===== config.mk =====
export PLATFORM = sky130hd
export DESIGN_NAME = uart_tx_arb
export DESIGN_NICKNAME = d
export VERILOG_FILES = /design/src/rtl/uart_tx_arb.sv
export SDC_FILE = /design/constraint.sdc
export NUM_CORES = 1
export LEC_CHECK = 0
export CAP_MARGIN = 10
export CORE_ASPECT_RATIO = 1.1
export CORE_MARGIN = 2
export CORE_UTILIZATION = 46
export DETAILED_ROUTE_END_ITERATION = 7
export PLACE_DENSITY = 0.85
export SYNTH_ARGS = -nofsm -noshare
export SYNTH_HDL_FRONTEND = slang
export SYNTH_SLANG_ARGS = --single-unit
export TNS_END_PERCENT = 10

===== constraint.sdc =====
create_clock -name clk -period 3 [get_ports clk]
set_input_delay 0.45 -clock clk [delete_from_list [all_inputs] [get_ports clk]]
set_output_delay 0.45 -clock clk [all_outputs]
set_load 0.02 [all_outputs]

===== src/rtl/uart_tx_arb.sv =====
// Round-robin arbiter that shares one uart_tx serializer among N_REQ requesters.
// uart_tx has no ready output, so this block paces launches: one i_vld pulse per byte,
// then a full frame plus guard of dead time before the next accept.
module uart_tx_arb #(
  parameter int unsigned FREQ  = 1_000_000,
  parameter int unsigned RATE  = 115_200,
  parameter int unsigned N_REQ = 4,
  parameter int unsigned GUARD = 2,
  localparam int unsigned IW   = $clog2(N_REQ)
) (
  input  logic              clk,
  input  logic              rst,
  input  logic [N_REQ-1:0]   i_req_vld,
  input  logic [8*N_REQ-1:0] i_req_data,
  output logic [N_REQ-1:0]   o_req_rdy,
  output logic [7:0]         o_tx_data,
  output logic               o_tx_vld,
  output logic               o_busy,
  output logic [IW-1:0]      o_gnt_id
);

  localparam int unsigned BIT_CYC   = FREQ / RATE;
  localparam int unsigned FRAME_CYC = 10 * BIT_CYC + GUARD;
  localparam int unsigned CW        = $clog2(FRAME_CYC + 1);

  typedef enum logic [1:0] {StIdle, StLaunch, StWait} state_e;

  state_e        r_state, w_state_d;
  logic [CW-1:0] r_cnt, w_cnt_d;
  logic          r_busy, w_busy_d;
  logic [IW-1:0] r_ptr;
  logic [7:0]    r_tx_data;
  logic [IW-1:0] r_gnt_id;

  logic [IW-1:0] w_cand [N_REQ];
  logic          w_sel_vld;
  logic [IW-1:0] w_sel_idx;
  logic [7:0]    w_sel_data;
  logic          w_accept;

  // Round-robin search starting just after the last granted requester.
  always_comb begin
    w_sel_vld  = 1'b0;
    w_sel_idx  = '0;
    w_sel_data = 8'h00;
    for (int unsigned i = 0; i < N_REQ; i++) begin
      w_cand[i] = IW'((32'(r_ptr) + i + 1) % N_REQ);
    end
    for (int unsigned i = 0; i < N_REQ; i++) begin
      if (!w_sel_vld && i_req_vld[w_cand[i]]) begin
        w_sel_vld = 1'b1;
        w_sel_idx = w_cand[i];
      end
    end
    for (int unsigned k = 0; k < N_REQ; k++) begin
      if (w_sel_idx == IW'(k)) w_sel_data = i_req_data[8*k +: 8];
    end
  end

  assign w_accept = (r_state == StIdle) && !rst && w_sel_vld;

  // One-hot ready for the selected requester, only while idle and out of reset.
  always_comb begin
    o_req_rdy = '0;
    for (int unsigned k = 0; k < N_REQ; k++) begin
      o_req_rdy[k] = w_accept && (w_sel_idx == IW'(k));
    end
  end

  // Next-state logic. The counter is loaded at accept so that it already runs during the
  // launch cycle; the next accept lands exactly FRAME_CYC+1 cycles after the previous one.
  always_comb begin
    w_state_d = r_state;
    w_cnt_d   = r_cnt;
    w_busy_d  = r_busy;
    unique case (r_state)
      StIdle: begin
        if (w_accept) begin
          w_state_d = StLaunch;
          w_cnt_d   = CW'(FRAME_CYC - 1);
          w_busy_d  = 1'b1;
        end
      end
      StLaunch: begin
        w_state_d = StWait;
        w_cnt_d   = r_cnt - 1'b1;
      end
      StWait: begin
        if (r_cnt == '0) begin
          w_state_d = StIdle;
          w_busy_d  = 1'b0;
        end else begin
          w_cnt_d = r_cnt - 1'b1;
        end
      end
      default: begin
        w_state_d = StIdle;
        w_busy_d  = 1'b0;
      end
    endcase
  end

  // State, pacing counter and accept-time captures.
  always_ff @(posedge clk) begin
    if (rst) begin
      r_state   <= StIdle;
      r_cnt     <= '0;
      r_busy    <= 1'b0;
      r_ptr     <= IW'(N_REQ - 1);
      r_tx_data <= 8'h00;
      r_gnt_id  <= '0;
    end else begin
      r_state <= w_state_d;
      r_cnt   <= w_cnt_d;
      r_busy  <= w_busy_d;
      if (w_accept) begin
        r_ptr     <= w_sel_idx;
        r_tx_data <= w_sel_data;
        r_gnt_id  <= w_sel_idx;
      end
    end
  end

  assign o_tx_vld  = (r_state == StLaunch);
  assign o_tx_data = r_tx_data;
  assign o_busy    = r_busy;
  assign o_gnt_id  = r_gnt_id;

endmodule

==> results of run 1 <==
[worst min path at each step]
stage / startpoint / depth (start not counted) / slack [ps] / end
2_1_floorplan: r_ptr[0] / 1 / 440 / r_ptr[0]
3_3_place_gp: o_gnt_id[1] / 2 / 430 / o_gnt_id[1]
3_5_place_dp: o_tx_data[1] / 2 / 450 / o_tx_data[1]
4_1_cts: o_gnt_id[1] / 2 / 470 / o_gnt_id[1]
5_1_grt: o_gnt_id[1] / 2 / 500 / o_gnt_id[1]
6_report: o_gnt_id[1] / 2 / 470 / o_gnt_id[1]
[per-stage QoR]
step | util | setup slack (ps)
after floorplan | - | 1008
after global placement | 0.6936 | 165.2
after detailed placement | 0.6936 | 140.9
after CTS | 0.7127 | 144.9
after global routing | 0.7127 | 6.580
final | 0.7127 | 123.6
[flip-flops by register name, indices dropped and copies added, names as in the netlist]
register   flops
o_busy         1
r_cnt          7
r_ptr          2
r_state        2
o_gnt_id       2
o_tx_data      8
[critical path, cell delays in order]
cell and delay [ps]:
clkdlybuf4s50_1 500, and2b_1 250, o21ai_2 210, nand3_1 230, nor2_1 170, clkdlybuf4s50_1 610
[synth_stat cells, drive strengths merged]
library cell   n
mux2i         15
and2b          1
a211o          3
o41ai          1
o221ai         5
o21a           4
or4            2
nand3          4
o32ai          1
o22ai          1
and3           2
or2b           1
or2            2
and2           1
nand2         16
nand4          3
nor2          12
o211ai         3
buf            4
nor3b          1
inv            5
nand2b         3
nor2b          4
a22o           1
a21oi          9
o21ai          8
nand3b         1
dfxtp         22
a311oi         2
ha             5
a21o           1
o22a           2
nor3           4
o31ai          3
o31a           1
clkbuf         1
a21boi         1
[cells in the final DEF, fill, tap and decap left out, types with 5 or more instances in the layout]
cell type	Yosys	routed
buf_4	1	5
o21ai_0	7	7
ha_1	5	5
inv_1	5	5
dfxtp_1	22	22
nor2_1	12	12
a21oi_1	9	9
mux2i_1	15	15
o221ai_1	5	5
clkdlybuf4s50_1	0	53
nand2_1	16	16
[logic make-up after synthesis]
| group | after synthesis | share of synthesized area |
|---|---|---|
| and+or+nand+nor | 57 | 0.2169 |
| AOI/OAI and AO/OA | 46 | 0.2545 |
| DFF | 22 | 0.3305 |
| muxes | 15 | 0.1127 |
| buffers and inverters | 10 | 0.03850 |
| adders and majority gates | 5 | 0.04695 |
[cell type report]
type | instances | area share
clock buffers | 3 | 0.01148
clock inverters | 1 | 0.01531
inverters | 5 | 0.009566
multi-input cells | 123 | 0.4286
flip-flops and latches | 22 | 0.2245
well taps | 33 | 0.02105
repair buffers | 58 | 0.2895
[metal layers]
layer,GRT usage,share of wire
met3,0.04691,0.050
met4,0.1080,0.021
met5,0,0
met1,0.2431,0.42
met2,0.4082,0.51
[power breakdown]
part           internal (mW)  total [mW]  switching, mW
Clock                  0.135       0.226         0.0914
Combinational          0.450       0.957          0.507
Sequential             0.405       0.496         0.0905
Total                  0.990        1.68          0.689
==> metrics.yaml, run 1 <==
vias_per_cell: 5.780
grt_overflow_total: 0
critical_path.reg2reg.startpoint: "r_state[0]"
final_cells: 245
final_hold_viol_count: 0
worst_slew_pin_slew_ps: 542.6
die_area_um2: 3344
worstSetupEndpoint: "o_req_rdy[0]"
clock-root-buffer: "clkbuf_4"
setup_crit_end_kind: "output port"
sequential_cell_area_um2: 440.4
number_of_buffers_created_by_cts: 3
synth_top_area_share: 0.3305
routed_wire_length_per_instance_um: 15.21
antenna_cells: 0
post-route-cell-area_um2: 1962
synth.net_count: 198
gp_routability_congestion: 0.9235
worstHoldPathType: "reg2reg"
place.port_buffers: 53
synth_area_leader_cell: "dfxtp_1"
num-nets-final: 256
clkTransAtPathRegs_ps: 130
fin_crit_sh: 0.9588
die_y_um: 60.45
core_area_um2: 2753
fin_hold_ws_ps: 468.0
skew_pair_late_insertion_delay_ps: 310
critPathLaunch: "i_req_vld[3]"
syn_to_final_growth_pct: 47.23
timing.setup.tns_ps: 0
cts.repair_timing.setup_buffer_count: 0
tritoncts: "built"
ys_warn_count: 0
std_cell_rows: 20
cp.arrival_ps: 2430
place_inst: 241
first_global_vias: 1377
netlist_top_cells_area: "dfxtp_1, mux2i_1, ha_1"
crit_path_start_kind: "primary input"
initial_antenna_violation_count: 0
clock_tree.buffer_depth: 2
hpwl_um: 2948
r2r_cells: 7
synth_area_um2: 1333
distinct_cell_type_count_of_the_synthesized_netlist: 41
p_leak_nw: 0.7617
yosys_register_bits: 22
ir_worst_vdd_uv: 567.5
rr_endpoint: "r_cnt[5]"
post_cts_hold_buffer_count: 0
wl_um: 3726
die_w_um: 55.32
cts_htree_levels: 1
synth.yosys.seq_area_share: 0.3305
multi_input_area_um2: 840.8
rsz0062_at_grt: "no"
fmax_mhz: 347.7
cts.sinks: 22
grt_start_max_net_pins: 15
drive_above_1_share: 0.07075
netlist_instances: 155
critPathRequiredTime_ps: 2550
drt_drc_violations_left: 0
cts_resized: 0
outcome: "finished clean"
final_max_slew_viol_count: 0
timing.final.crit_period_ps: 2876
critPathKind: "in2out"
maxSlewHeadroom: 0.6350
syn_avg_cell_area_um2: 8.597
dr_total_vias: 1416
worstPathMaxFanout: 7
placement.cell_area_um2: 1909
initialDrtViolationCount: 35
power_per_cell_area_nw_per_um2: 856.1
io-pin-count: 54
setup.reg_to_reg.worst_slack_ps: 1080
post-layout-total-power_mw: 1.680
finalClockSkew_ps: 7.926
grt_first_pass_wirelength_um: 5913
drt_pre_antenna_iters: 4
fillerInstances: 223
initial_core_utilization: 0.4841
setup_viol_count_final: 0
max_cap_violations: 0
grtUsageTotal: 0.2198
ant_nets: 0
No activity file was read; power rests on OpenSTA's default activity.
==> run 2: changes to the inputs <==
--- a/config.mk
+++ b/config.mk
@@ -7,7 +7,6 @@
 export LEC_CHECK = 0
 export CAP_MARGIN = 10
 export CORE_ASPECT_RATIO = 1.1
-export CORE_MARGIN = 2
 export CORE_UTILIZATION = 46
 export DETAILED_ROUTE_END_ITERATION = 7
 export PLACE_DENSITY = 0.85
==> run 2 against run 1 <==
Against the previous run: cell area up 0.96%; largest power group unchanged; critical path depth unchanged; non-clock buffer count unchanged; core utilization increased by 0.68 points; highest routed layer unchanged; first-iteration DRC count is 23% lower; register-to-register slack is essentially flat; setup slack got worse by 0.52 ps; via count decreased by 1.1%; clock skew is 5.4 ps lower; count of clock-buffer cells in the layout did not move.
==> metrics.yaml, run 2 (synthesis gave the netlist of run 1 again) <==
dr_total_vias: 1400  # was 1416
initialDrtViolationCount: 27  # was 35
sequential_cell_area_um2: 440.4  # unchanged
critical-path-top-delay-family: "buffers and inverters"  # unchanged
fin_crit_sh: 0.9590  # was 0.9588
routed_wire_length_per_instance_um: 14.86  # was 15.21 um
power_per_cell_area_nw_per_um2: 849.9  # was 856.1 nW/um^2
num-nets-final: 256  # unchanged
core_area_um2: 2753  # unchanged
critPathKind: "in2out"  # unchanged
fillerInstances: 212  # was 223
final_hold_viol_count: 0  # unchanged
wl_um: 3640  # was 3726 um
timing.critical_path.buf_inv: 2  # unchanged
ir_worst_vdd_uv: 605.3  # was 567.5 uV
place_worst_setup_slack_ps: 27.65  # was 140.9 ps
die_w_um: 53.32  # was 55.32 um
timing.critical_path.cells: "clkdlybuf4s50_1 > and2b_1 > o21ai_2 > nand3_2 > nor2_1 > clkdlybuf4s50_1"  # was clkdlybuf4s50_1 > and2b_1 > o21ai_2 > nand3_1 > nor2_1 > clkdlybuf4s50_1
clkTransAtPathRegs_ps: 120  # was 130 ps
std_cell_rows: 20  # unchanged
hpwl_um: 2855  # was 2948 um
min_delay_path_depth: 2  # unchanged
worstHoldPathType: "reg2reg"  # unchanged
layout_common_cells: "clkdlybuf4s50_1, dfxtp_1, nand2_1"  # unchanged
gp_routability_congestion: 0.7728  # was 0.9235
skew_pair_late_insertion_delay_ps: 310  # about the same
max_cap_violations: 0  # unchanged
initial_core_utilization: 0.4841  # unchanged
worst_path_largest_cell_delay_ps: 600  # was 610 ps
fin_hold_ws_ps: 462.6  # was 468.0 ps
finalClockSkew_ps: 2.509  # was 7.926 ps
tritoncts: "built"  # unchanged
place.port_buffers: 53  # unchanged
worst_slew_pin_slew_ps: 533.6  # was 542.6 ps
number_of_buffers_created_by_cts: 3  # unchanged
critical_path.reg2reg.startpoint: "r_state[0]"  # unchanged
post-route-worst-setup-slack_ps: 123.1  # was 123.6 ps
setup_viol_count_final: 0  # unchanged
crit_top_cell: "clkdlybuf4s50_1"  # unchanged
finalCoreUtilization: 0.7195  # was 0.7127
max_reg_flops: 8  # unchanged
drt_drc_violations_left: 0  # unchanged
setup_crit_end_kind: "output port"  # unchanged
multi_input_area_um2: 857.1  # was 840.8 um^2
worstPathMaxFanout: 7  # unchanged
drive_above_1_share: 0.07547  # was 0.07075
cp_slowest_cell: "clkdlybuf4s50_1"  # unchanged
timing.setup.tns_ps: 0  # unchanged
vias_per_cell: 5.714  # was 5.780
io-pin-count: 54  # unchanged
rsz0062_at_grt: "no"  # unchanged
mostFrequentLayoutCell: "clkdlybuf4s50_1"  # unchanged
syn_to_final_growth_pct: 48.64  # was 47.23%
cp.arrival_ps: 2430  # about the same
critPathLaunch: "i_req_vld[3]"  # unchanged
holdCritStartpoint: "o_gnt_id[1]"  # unchanged
final_max_slew_viol_count: 0  # unchanged
ant_nets: 0  # unchanged
critPathRequiredTime_ps: 2550  # about the same
r2r_cells: 7  # unchanged
maxSlewHeadroom: 0.6411  # was 0.6350
clock-root-buffer: "clkbuf_4"  # unchanged
crit_path_start_kind: "primary input"  # unchanged
post_cts_hold_buffer_count: 0  # unchanged
grt_overflow_total: 0  # unchanged
grt_start_max_net_pins: 15  # unchanged
fmax_mhz: 347.6  # was 347.7 MHz
timing.final.crit_period_ps: 2877  # was 2876 ps
die_y_um: 58.45  # was 60.45 um
clock_tree.buffer_depth: 2  # unchanged
initial_antenna_violation_count: 0  # unchanged
p_leak_nw: 0.7895  # was 0.7617 nW
antenna_cells: 0  # unchanged
cts_htree_levels: 1  # unchanged
grt_first_pass_wirelength_um: 5713  # was 5913 um
first_global_vias: 1326  # was 1377
drt_pre_antenna_iters: 6  # was 4
die_area_um2: 3116  # was 3344 um^2
outcome: "finished clean"  # unchanged
cts.sinks: 22  # unchanged
grtUsageTotal: 0.2452  # was 0.2198
cp.depth: 6  # unchanged
[run 2: changes by cell type in the layout (fill, tap and decap cells not counted), sizes merged]
| cell | change |
|---|---|
| clkdlybuf4s50 | -1 |
| dlymetal6s2s | +1 |
[run 2: layer usage]
layer  GRT usage  vias up  wire length, um
met1      0.2899      650             1534
li1            -      695                -
met3     0.03359        7              211
met5           0        -                0
met4     0.09023        0               70
met2      0.4393       48             1824
[run 2: through the flow]
step                      instances  cell area [um^2]  power [mW]
after floorplan                 155              1333       1.115
after global placement          241              1909       1.398
after detailed placement        241              1909       1.444
after CTS                       245              1962       1.674
after global routing            245              1981       1.806
final                           245              1981       1.683
[run 2: path summary, 6_finish.rpt]
| check | end | slack, ps |
|---|---|---|
| worst max register to register | r_cnt[5] | 1090 |
| worst max-delay path | o_req_rdy[0] | 120 |
| worst min-delay path | o_gnt_id[1] | 460 |
| worst min register to register | o_gnt_id[1] | 460 |
[run 2: cell type report]
class / instances / share of cell area
Clock buffer: 3 / 0.01137
Sequential cell: 22 / 0.2224
Inverter: 5 / 0.009476
Tap cell: 33 / 0.02085
Clock inverter: 1 / 0.01516
Timing Repair Buffer: 58 / 0.2881
Multi-Input combinational cell: 123 / 0.4327
[run 2: what timing repair did]
item | 4_1_cts | 5_1_grt
setup endpoints to repair | 0 | 4
resized for setup | 0 | 4
buffers inserted | 0 | 0
[run 2: power by group]
group | internal, mW | switching, mW
logic | 0.457 | 0.507
clock network | 0.135 | 0.0900
registers | 0.405 | 0.0889
[run 2: worst reg2reg max path: cells and delay by family, from the launching register on]
family                     cells  cell delay [ps]
and+or+nand+nor                2              630
adders and majority gates      1              290
DFF                            1              350
AOI/OAI and AO/OA              3              510
buffers and inverters          1               80
==> run 3: changes to the inputs <==
--- a/config.mk
+++ b/config.mk
@@ -5,6 +5,7 @@
 export SDC_FILE = /design/constraint.sdc
 export NUM_CORES = 1
 export LEC_CHECK = 0
+export ABC_CLOCK_PERIOD_IN_PS = 3000
 export CAP_MARGIN = 10
 export CORE_ASPECT_RATIO = 1.1
 export CORE_UTILIZATION = 46
==> results of run 3 <==
The final DEF is identical to that of run 2; final timing and power are the same.
